## config.mk

```make
export PLATFORM = sky130hd
export DESIGN_NAME = alu_share_ctrl
export DESIGN_NICKNAME = d
export VERILOG_FILES = /design/src/rtl/alu_share_pkg.sv /design/src/rtl/alu.sv /design/src/rtl/alu_rr_arbiter.sv /design/src/rtl/alu_share_ctrl.sv
export SDC_FILE = /design/constraint.sdc
export NUM_CORES = 1
export LEC_CHECK = 0
export CORE_MARGIN = 2
export CORE_UTILIZATION = 55
export CTS_BUF_LIST = sky130_fd_sc_hd__clkbuf_8
export DETAILED_ROUTE_END_ITERATION = 8
export PLACE_DENSITY_LB_ADDON = 0.08
export SLEW_MARGIN = 40
export SYNTH_ARGS = -nofsm -noshare
export SYNTH_HDL_FRONTEND = slang
export SYNTH_SLANG_ARGS = --single-unit
```

## constraint.sdc

```tcl
create_clock -name clk -period 9.1 [get_ports clk]
set_input_delay 1.365 -clock clk [delete_from_list [all_inputs] [get_ports clk]]
set_output_delay 1.365 -clock clk [all_outputs]
set_load 0.005 [all_outputs]
```

## src/rtl/alu_share_pkg.sv

```systemverilog
// Shared types and widths for the alu sharing controller and its helpers.
package alu_share_pkg;

  localparam int unsigned ALU_W = 24;
  localparam int unsigned CNT_W = 16;

  typedef enum logic [1:0] {
    OP_ADD = 2'd0,
    OP_AND = 2'd1,
    OP_SHR = 2'd2,
    OP_SHL = 2'd3
  } alu_op_t;

  typedef enum logic [1:0] {
    IDLE = 2'd0,
    EXEC = 2'd1,
    RESP = 2'd2
  } ctrl_state_t;

endpackage

```

## src/rtl/alu.sv

```systemverilog
// 24-bit combinational alu: ADD (wrapping), AND, logical SHR, SHL.
module alu
  import alu_share_pkg::*;
(
  input  alu_op_t          op_i,
  input  logic [ALU_W-1:0] a_i,
  input  logic [ALU_W-1:0] b_i,
  output logic [ALU_W-1:0] y_o
);

  // Shifts take the full b operand, so any amount >= ALU_W yields zero.
  always_comb begin
    y_o = '0;
    unique case (op_i)
      OP_ADD: y_o = a_i + b_i;
      OP_AND: y_o = a_i & b_i;
      OP_SHR: y_o = a_i >> b_i;
      OP_SHL: y_o = a_i << b_i;
      default: y_o = '0;
    endcase
  end

endmodule

```

## src/rtl/alu_rr_arbiter.sv

```systemverilog
// Combinational round-robin arbiter: first asserted request at or above ptr_i, wrapping.
module alu_rr_arbiter #(
  parameter int unsigned N  = 4,
  parameter int unsigned IW = (N > 1) ? $clog2(N) : 1
) (
  input  logic [N-1:0]  req_i,
  input  logic [IW-1:0] ptr_i,
  input  logic          en_i,
  output logic [N-1:0]  grant_o,
  output logic [IW-1:0] idx_o
);

  always_comb begin
    logic          found;
    int unsigned   c;
    logic [IW-1:0] ci;
    grant_o = '0;
    idx_o   = '0;
    found   = 1'b0;
    c       = 0;
    ci      = '0;
    for (int unsigned i = 0; i < N; i++) begin
      c = int'(ptr_i) + i;
      if (c >= N) c = c - N;
      ci = IW'(c);
      if (en_i && !found && req_i[ci]) begin
        found       = 1'b1;
        grant_o[ci] = 1'b1;
        idx_o       = ci;
      end
    end
  end

endmodule

```

## src/rtl/alu_share_ctrl.sv

```systemverilog
// Round-robin sharing of one alu among NUM_REQ valid/ready requesters.
// Optional per-requester grant counters when ALU_SHARE_STATS_EN is defined.
module alu_share_ctrl
  import alu_share_pkg::*;
#(
  parameter int unsigned NUM_REQ = 4
) (
  input  logic                            clk,
  input  logic                            rst_n,
  input  logic [NUM_REQ-1:0]              req_valid,
  output logic [NUM_REQ-1:0]              req_ready,
  input  logic [NUM_REQ-1:0][1:0]         req_op,
  input  logic [NUM_REQ-1:0][ALU_W-1:0]   req_a,
  input  logic [NUM_REQ-1:0][ALU_W-1:0]   req_b,
  output logic [NUM_REQ-1:0]              resp_valid,
  input  logic [NUM_REQ-1:0]              resp_ready,
  output logic [ALU_W-1:0]                resp_r,
  output logic                            busy
`ifdef ALU_SHARE_STATS_EN
  ,
  output logic [NUM_REQ-1:0][CNT_W-1:0]   grant_cnt
`endif
);

  localparam int unsigned PW = $clog2(NUM_REQ);

  ctrl_state_t      state_q, state_d;
  logic [PW-1:0]    rr_ptr_q, rr_ptr_d;
  logic [PW-1:0]    gnt_q, gnt_d;
  alu_op_t          op_q, op_d;
  logic [ALU_W-1:0] a_q, a_d;
  logic [ALU_W-1:0] b_q, b_d;
  logic [ALU_W-1:0] result_q, result_d;

  logic [NUM_REQ-1:0] arb_grant;
  logic [PW-1:0]      arb_idx;
  logic [ALU_W-1:0]   alu_y;

  alu_rr_arbiter #(
    .N  (NUM_REQ),
    .IW (PW)
  ) u_arb (
    .req_i   (req_valid),
    .ptr_i   (rr_ptr_q),
    .en_i    (state_q == IDLE),
    .grant_o (arb_grant),
    .idx_o   (arb_idx)
  );

  // The alu only ever sees the latched operands, never live request inputs.
  alu u_alu (
    .op_i (op_q),
    .a_i  (a_q),
    .b_i  (b_q),
    .y_o  (alu_y)
  );

  always_ff @(posedge clk or negedge rst_n) begin
    if (!rst_n) begin
      state_q  <= IDLE;
      rr_ptr_q <= '0;
      gnt_q    <= '0;
      op_q     <= OP_ADD;
      a_q      <= '0;
      b_q      <= '0;
      result_q <= '0;
    end else begin
      state_q  <= state_d;
      rr_ptr_q <= rr_ptr_d;
      gnt_q    <= gnt_d;
      op_q     <= op_d;
      a_q      <= a_d;
      b_q      <= b_d;
      result_q <= result_d;
    end
  end

  always_comb begin
    state_d    = state_q;
    rr_ptr_d   = rr_ptr_q;
    gnt_d      = gnt_q;
    op_d       = op_q;
    a_d        = a_q;
    b_d        = b_q;
    result_d   = result_q;
    resp_valid = '0;
    unique case (state_q)
      IDLE: begin
        if (|arb_grant) begin
          gnt_d   = arb_idx;
          op_d    = alu_op_t'(req_op[arb_idx]);
          a_d     = req_a[arb_idx];
          b_d     = req_b[arb_idx];
          state_d = EXEC;
        end
      end
      EXEC: begin
        result_d = alu_y;
        state_d  = RESP;
      end
      RESP: begin
        resp_valid[gnt_q] = 1'b1;
        if (resp_ready[gnt_q]) begin
          rr_ptr_d = (gnt_q == PW'(NUM_REQ - 1)) ? '0 : gnt_q + PW'(1);
          state_d  = IDLE;
        end
      end
      default: state_d = IDLE;
    endcase
  end

  assign req_ready = arb_grant;
  assign resp_r    = result_q;
  assign busy      = (state_q != IDLE);

`ifdef ALU_SHARE_STATS_EN
  logic [NUM_REQ-1:0][CNT_W-1:0] cnt_q;

  always_ff @(posedge clk or negedge rst_n) begin
    if (!rst_n) begin
      cnt_q <= '0;
    end else begin
      for (int unsigned i = 0; i < NUM_REQ; i++) begin
        if (req_valid[i] && req_ready[i] && (cnt_q[i] != '1)) begin
          cnt_q[i] <= cnt_q[i] + CNT_W'(1);
        end
      end
    end
  end

  assign grant_cnt = cnt_q;
`endif

endmodule

```

==> flow_metrics.py <==
metrics = {
    "drt": {
        "route.detailed.drc": 0,
        "dr.first_iter.drc_count": 950,
        "vias": 9383,
        "firstDrtPassIters": 5,
        "drt-total-wl_mm": 30.5,
        "vias_per_cell": 6.28,
        "drtAntennaViolNets": 0,
        "wl_per_cell_um": 20.4,
    },
    "final_layout": {
        "final_util_pct": 72.9,
        "syn_to_final_growth_pct": 30.4,
        "fin_nets": 1519,
        "n_antenna_cell": 0,
        "drive_above_1_share_pct": 9.95,
        "instances_no_fill": 1493,
    },
    "pwr": {
        "p_leak_nw": 4.92,
        "seqPwrFrac_pct": 18.1,
        "p_total_mw": 4.73,
        "p_comb_share_pct": 76.4,
        "power_switching_mw": 2.51,
        "peakVddDrop_mv": 0.343,
        "power_frac_clock_pct": 5.5,
        "p_per_area_mw_per_mm2": 410,
        "p_sw_share_pct": 53.1,
        "intPower_mw": 2.22,
    },
    "floorplan": {
        "num_io_pins": 243,
        "floorplan.die.width_um": 131,
        "initial_core_util_pct": 55.9,
        "coreArea_mm2": 0.0158,
        "std_cell_rows": 46,
        "die_h_um": 131,
        "die_area_mm2": 0.0171,
    },
    "sta": {
        "grt_setup_unrepaired": "no",
        "worst_slew_pin_slew_ps": 903,
        "fin_crit_sh_pct": 58.0,
        "setup_viol": 0,
        "worst_slack_ps": 3820,
        "max_freq_ghz": 0.189,
        "drv_slew": 0,
        "final.setup_skew_ps": 18.6,
        "finalSetupTns_ps": 0,
        "slew_headroom_pct": 39.2,
        "post-route-min-period_ps": 5280,
        "hold_viol": 0,
    },
    "global_routing": {
        "grt_pass1_vias": 8985,
        "track_usage_pct": 36.1,
        "antenna_found_initial": 0,
        "grt_max_degree": 99,
        "grt.overflow.total": 0,
        "grt_pass1_wl_mm": 47.8,
    },
    "synthesis": {
        "synth_cells": 1085,
        "synth_area_mm2": 0.00884,
        "ys.warnings.count": 0,
        "synth.top_cells.by_count": "nand2_1, o21ai_0, mux2i_1",
        "synth_ff_type": "dfrtp_1",
        "synth.avg_cell_area_um2": 8.15,
        "netlist.area_leader.share_pct": 22.6,
        "syn_nets": 1332,
        "synth_edf_count": 0,
        "synth-seq-cells": 80,
        "ys_types": 68,
        "synthTopCellsByArea": "dfrtp_1, mux2i_1, mux2_2",
        "synth_area_leader_cell": "dfrtp_1",
        "synth.most_common_cell": "nand2_1",
        "async_reset_ff_share_pct": 100,
        "synth_seq_area_share_pct": 22.6,
    },
    "critical_path": {
        "critPathKind": "in2out",
        "cpMaxStageDelayCell": "mux4_2",
        "start_kind": "input port",
        "arrival_ps": 3920,
        "path_max_fanout": 5,
        "required_ps": 7740,
        "cp-end-kind": "output port",
        "crit_top_cell": "clkdlybuf4s50_1",
        "path_cells": "clkdlybuf4s50_1 > mux4_2 > a21o_1 > nor4_1 > a221o_1 > clkdlybuf4s50_1",
        "max_stage_delay_ps": 530,
    },
    "cts": {
        "cts_buffers": 9,
        "clock-sinks": 80,
        "clock_latency_ps": 390,
        "cts.reportedPaths.clkPinSlew_ps": 100,
        "cts_hold_buf": 0,
        "cts_root_buffer": "clkbuf_8",
        "htreeDepth": 3,
        "cts_tree": "built",
        "cts_resized": 0,
        "clock_path_buffers": 2,
        "cts_setup_buffers": 0,
    },
    "placed_design": {
        "gp_congestion": 1.02,
        "io_buffers": 242,
        "dp_hpwl_mm": 23.6,
        "placed_cells": 1476,
        "place_ws_ps": 3860,
    },
    "outcome": {
        "outcome": "finished clean",
    },
    "job": {
        "maxCapViolCount": 0,
    },
    "worst_hold_path": {
        "hold_path_class": "reg2reg",
    },
}
-- layout by cell type, fill, tap and decap left out, drive strengths merged, types with 16 or more instances in the layout --
cell and instances:
dfrtp 80, a21oi 60, o21ai 143, ha 36, clkdlybuf4s50 241, nand2 150, mux2i 107, nor2 77
inv 25, mux2 59, mux4 21, a211oi 20, buf 16
-- state kept, by name, indices dropped and copies added (netlist names) --
| register | flops |
|---|---|
| a_q | 24 |
| b_q | 24 |
| resp_r | 24 |
| gnt_q | 2 |
| op_q | 2 |
| rr_ptr_q | 2 |
| state_q | 2 |
-- power groups by stage --
stage	registers, mW	logic [mW]	clock network [mW]
5_1_grt	0.874	3.97	0.282
2_1_floorplan	0.709	2.74	0
6_report	0.856	3.61	0.262
4_1_cts	0.843	3.54	0.264
3_5_place_dp	0.851	3.52	0
3_3_place_gp	0.846	3.46	0
-- layer usage --
metal / track usage, % / vias to the layer above / wire [um]
li1: - / 4407 / -
met1: 45.7 / 4344 / 12100
met2: 58.7 / 542 / 14300
met3: 9.04 / 90 / 2730
met4: 15.4 / 0 / 1300
met5: 0 / - / 0
-- through the flow --
step                hold WS (ps)  cell area (um^2)
global placement             469             11300
CTS                          497             11500
detailed placement           474             11300
floorplan                    465              8840
global route                 531             11500
finish                       498             11500
-- final cells by class --
| type | count | area, um^2 |
|---|---|---|
| Tap cell | 216 | 270 |
| Clock buffer | 9 | 124 |
| Inverter | 20 | 75.1 |
| Timing Repair Buffer | 257 | 2550 |
| Fill cell | 1253 | 4300 |
| Sequential cell | 80 | 2010 |
| Clock inverter | 7 | 58.8 |
| Multi-Input combinational cell | 904 | 6450 |
-- critical path, delay by kind of cell --
| family | cells | cell delay [ps] |
|---|---|---|
| buffers and inverters | 2 | 1000 |
| muxes | 1 | 530 |
| AOI/OAI and AO/OA | 2 | 520 |
| and+or+nand+nor | 1 | 490 |
-- logic make-up after synthesis --
family          after synthesis  share of synthesized area (%)
compound gates              347                           24.6
flops                        80                           22.6
xor+xnor                     21                           2.08
simple gates                312                           15.6
mux                         187                           25.0
fa+ha+maj                    37                           5.32
buf+inv                     101                           4.78
-- worst paths after layout --
check,from,endpoint,slack (ps),cells after the start
setup / recovery,req_valid[2],req_ready[1],3820,6
hold / removal,resp_r[21],resp_r[21],500,2
setup reg to reg,rr_ptr_q[0],b_q[0],5170,10
hold reg to reg,resp_r[21],resp_r[21],500,2
max in group asynchronous,rst_n,b_q[2],7180,2
min in group asynchronous,rst_n,a_q[3],840,1
Note: power is estimated with default switching activity, not from simulation.
==> patch: new RTL, same settings <==
`a_q`, `b_q` and `result_q` no longer have a reset.
--- a/src/rtl/alu_share_ctrl.sv
+++ b/src/rtl/alu_share_ctrl.sv
@@ -61,18 +61,18 @@
       rr_ptr_q <= '0;
       gnt_q    <= '0;
       op_q     <= OP_ADD;
-      a_q      <= '0;
-      b_q      <= '0;
-      result_q <= '0;
     end else begin
       state_q  <= state_d;
       rr_ptr_q <= rr_ptr_d;
       gnt_q    <= gnt_d;
       op_q     <= op_d;
-      a_q      <= a_d;
-      b_q      <= b_d;
-      result_q <= result_d;
     end
+  end
+
+  always_ff @(posedge clk) begin
+    a_q      <= a_d;
+    b_q      <= b_d;
+    result_q <= result_d;
   end
 
   always_comb begin
Behaviour: differs if rst_n is asserted again (counterexample within 4 cycles, from zero or initial values and one cycle with rst_n low); with rst_n held inactive, the same outputs for 4 cycles.
==> patch against the unedited design <==
  * Non-clock buffer count did not move
  * Total power is 3.0% higher
  * Critical path depth fell by 1
  * Sequential share of layout area grew 3.4 points
  * Sequential cell count is the same
  * Synthesized area shrank 0.91%
  * Setup slack better by 91 ps
  * Via count shrank 7.4%
  * Synthesized cell count decreased by 11%
  * Routed wire length shrank 1.7%
  * Design area is 1.3% lower
  * Core utilization decreased by 0.44 points
  * Clock skew is 3.8 ps higher
  * Final cell count is 7.4% lower
  * Highest routed layer unchanged
==> patch: results <==
metrics = {
    "run_status": {
        "status": "completed",
    },
    "global_routing": {
        "grt_max_degree": 61,
        "grt_pass1_vias": 8273,
        "grt_use_total_pct": 35.5,
        "antenna_found_initial": 1,
        "grt_pass1_wl_um": 45700,
    },
    "yosys": {
        "synth_common_cells": "190 x mux2i_1, 86 x nor2_1, 83 x nand2_1",
        "synthArstFlopShare_pct": 10.0,
        "yosysSeqAreaShare_pct": 27.0,
        "synthCells": 962,
        "synth_ff_type": "edfxtp_1",
        "syn-num-nets": 1209,
        "synth_edf_count": 72,
        "ys_top_cells_by_area": "edfxtp_1 25%, mux2i_1 22%, mux4_2 6.2%",
        "synth_cell_types": 67,
        "yosysWarningCount": 0,
    },
    "sta": {
        "tightest_slew_ps": 829,
        "hold_violations": 0,
        "fin_skew_ps": 22.4,
    },
    "cts": {
        "cts_buffer_depth": 2,
        "cts-buffers-inserted": 9,
        "clk_latency_ps": 390,
        "path_clk_slew_ps": 90,
        "h-tree-depth": 3,
        "ctsResizeCount": 0,
        "cts_root_buf": "clkbuf_8",
        "post-cts-setup-buffers": 0,
    },
    "place": {
        "portBuffers": 242,
        "place_hpwl_um": 23700,
        "gp_congestion": 0.995,
        "pre_cts_ws_ps": 3920,
    },
    "drt": {
        "wirelength_um": 30000,
        "drt_pass1_iterations": 7,
        "drtIter0Drc": 968,
        "routed-via-count": 8693,
    },
    "power": {
        "ir_worst_vdd_v": 0.000299,
        "leakage_nw": 4.20,
    },
    "critical_path": {
        "crit_fanout": 6,
        "cp.arrival_ps": 3820,
        "cpPeakStageDelay_ps": 590,
        "path_delay_family": "buffers and inverters",
        "cpMaxStageDelayCell": "clkdlybuf4s50_1",
    },
    "final_layout": {
        "layout-drive-gt1-share_pct": 6.95,
        "nFillCells": 1237,
        "instances_no_fill": 1382,
    },
    "job": {
        "drv_cap": 0,
    },
    "hold_path": {
        "min_path_type": "reg -> reg",
    },
}
patch: worst paths after layout:
kind                            slack (ps)           end  cells after the start         start
worst max-delay path                  3910  req_ready[0]                      5  req_valid[1]
worst min-delay path                   630    state_q[1]                      2    state_q[1]
worst max register to register        4890       op_q[0]                     10   rr_ptr_q[0]
worst min register to register         630    state_q[1]                      2    state_q[1]
max in group asynchronous             7530   rr_ptr_q[0]                      1         rst_n
min in group asynchronous             1280    state_q[1]                      1         rst_n
patch: power by group:
part | internal [W] | switching (W) | total, W
combinational | 0.00153 | 0.00207 | 0.00360
sequential | 0.000778 | 0.000262 | 0.00104
clock | 0.0000971 | 0.000140 | 0.000237
total | 0.00240 | 0.00247 | 0.00488
patch: logic make-up after synthesis:
| kind of cell | synth area share, % |
|---|---|
| buffers and inverters | 5.94 |
| XOR/XNOR | 1.90 |
| flip-flops | 27.0 |
| adder cells (fa/ha/maj) | 5.37 |
| AND/OR/NAND/NOR | 12.9 |
| AO/OA/AOI/OAI | 17.0 |
| multiplexers | 29.9 |
patch: routing by layer:
metal	part of all wire [%]	global-route usage, %
met5	0	0
met4	4.9	18.3
met3	9.3	8.24
met2	47	56.8
met1	39	45.0
patch: worst min-delay path, stage by stage, from the launching register on:
cell and delay, ps:
dfrtp_1 380, nor2b_2 70, o21bai_1 140
patch: through the flow:
step / utilization [%] / cell area, um2
final: 72.4 / 11400
after floorplan: - / 8760
after global placement: 71.3 / 11200
after global routing: 72.4 / 11400
after detailed placement: 71.3 / 11200
after CTS: 72.4 / 11400
patch: area by class of cell:
class | count | share of cell area, %
Antenna cell | 1 | 0.0220
Clock buffer | 9 | 1.09
Clock inverter | 7 | 0.363
Inverter | 39 | 1.29
Multi-Input combinational cell | 773 | 51.8
Sequential cell | 80 | 20.8
Tap cell | 216 | 2.37
Timing Repair Buffer | 257 | 22.3
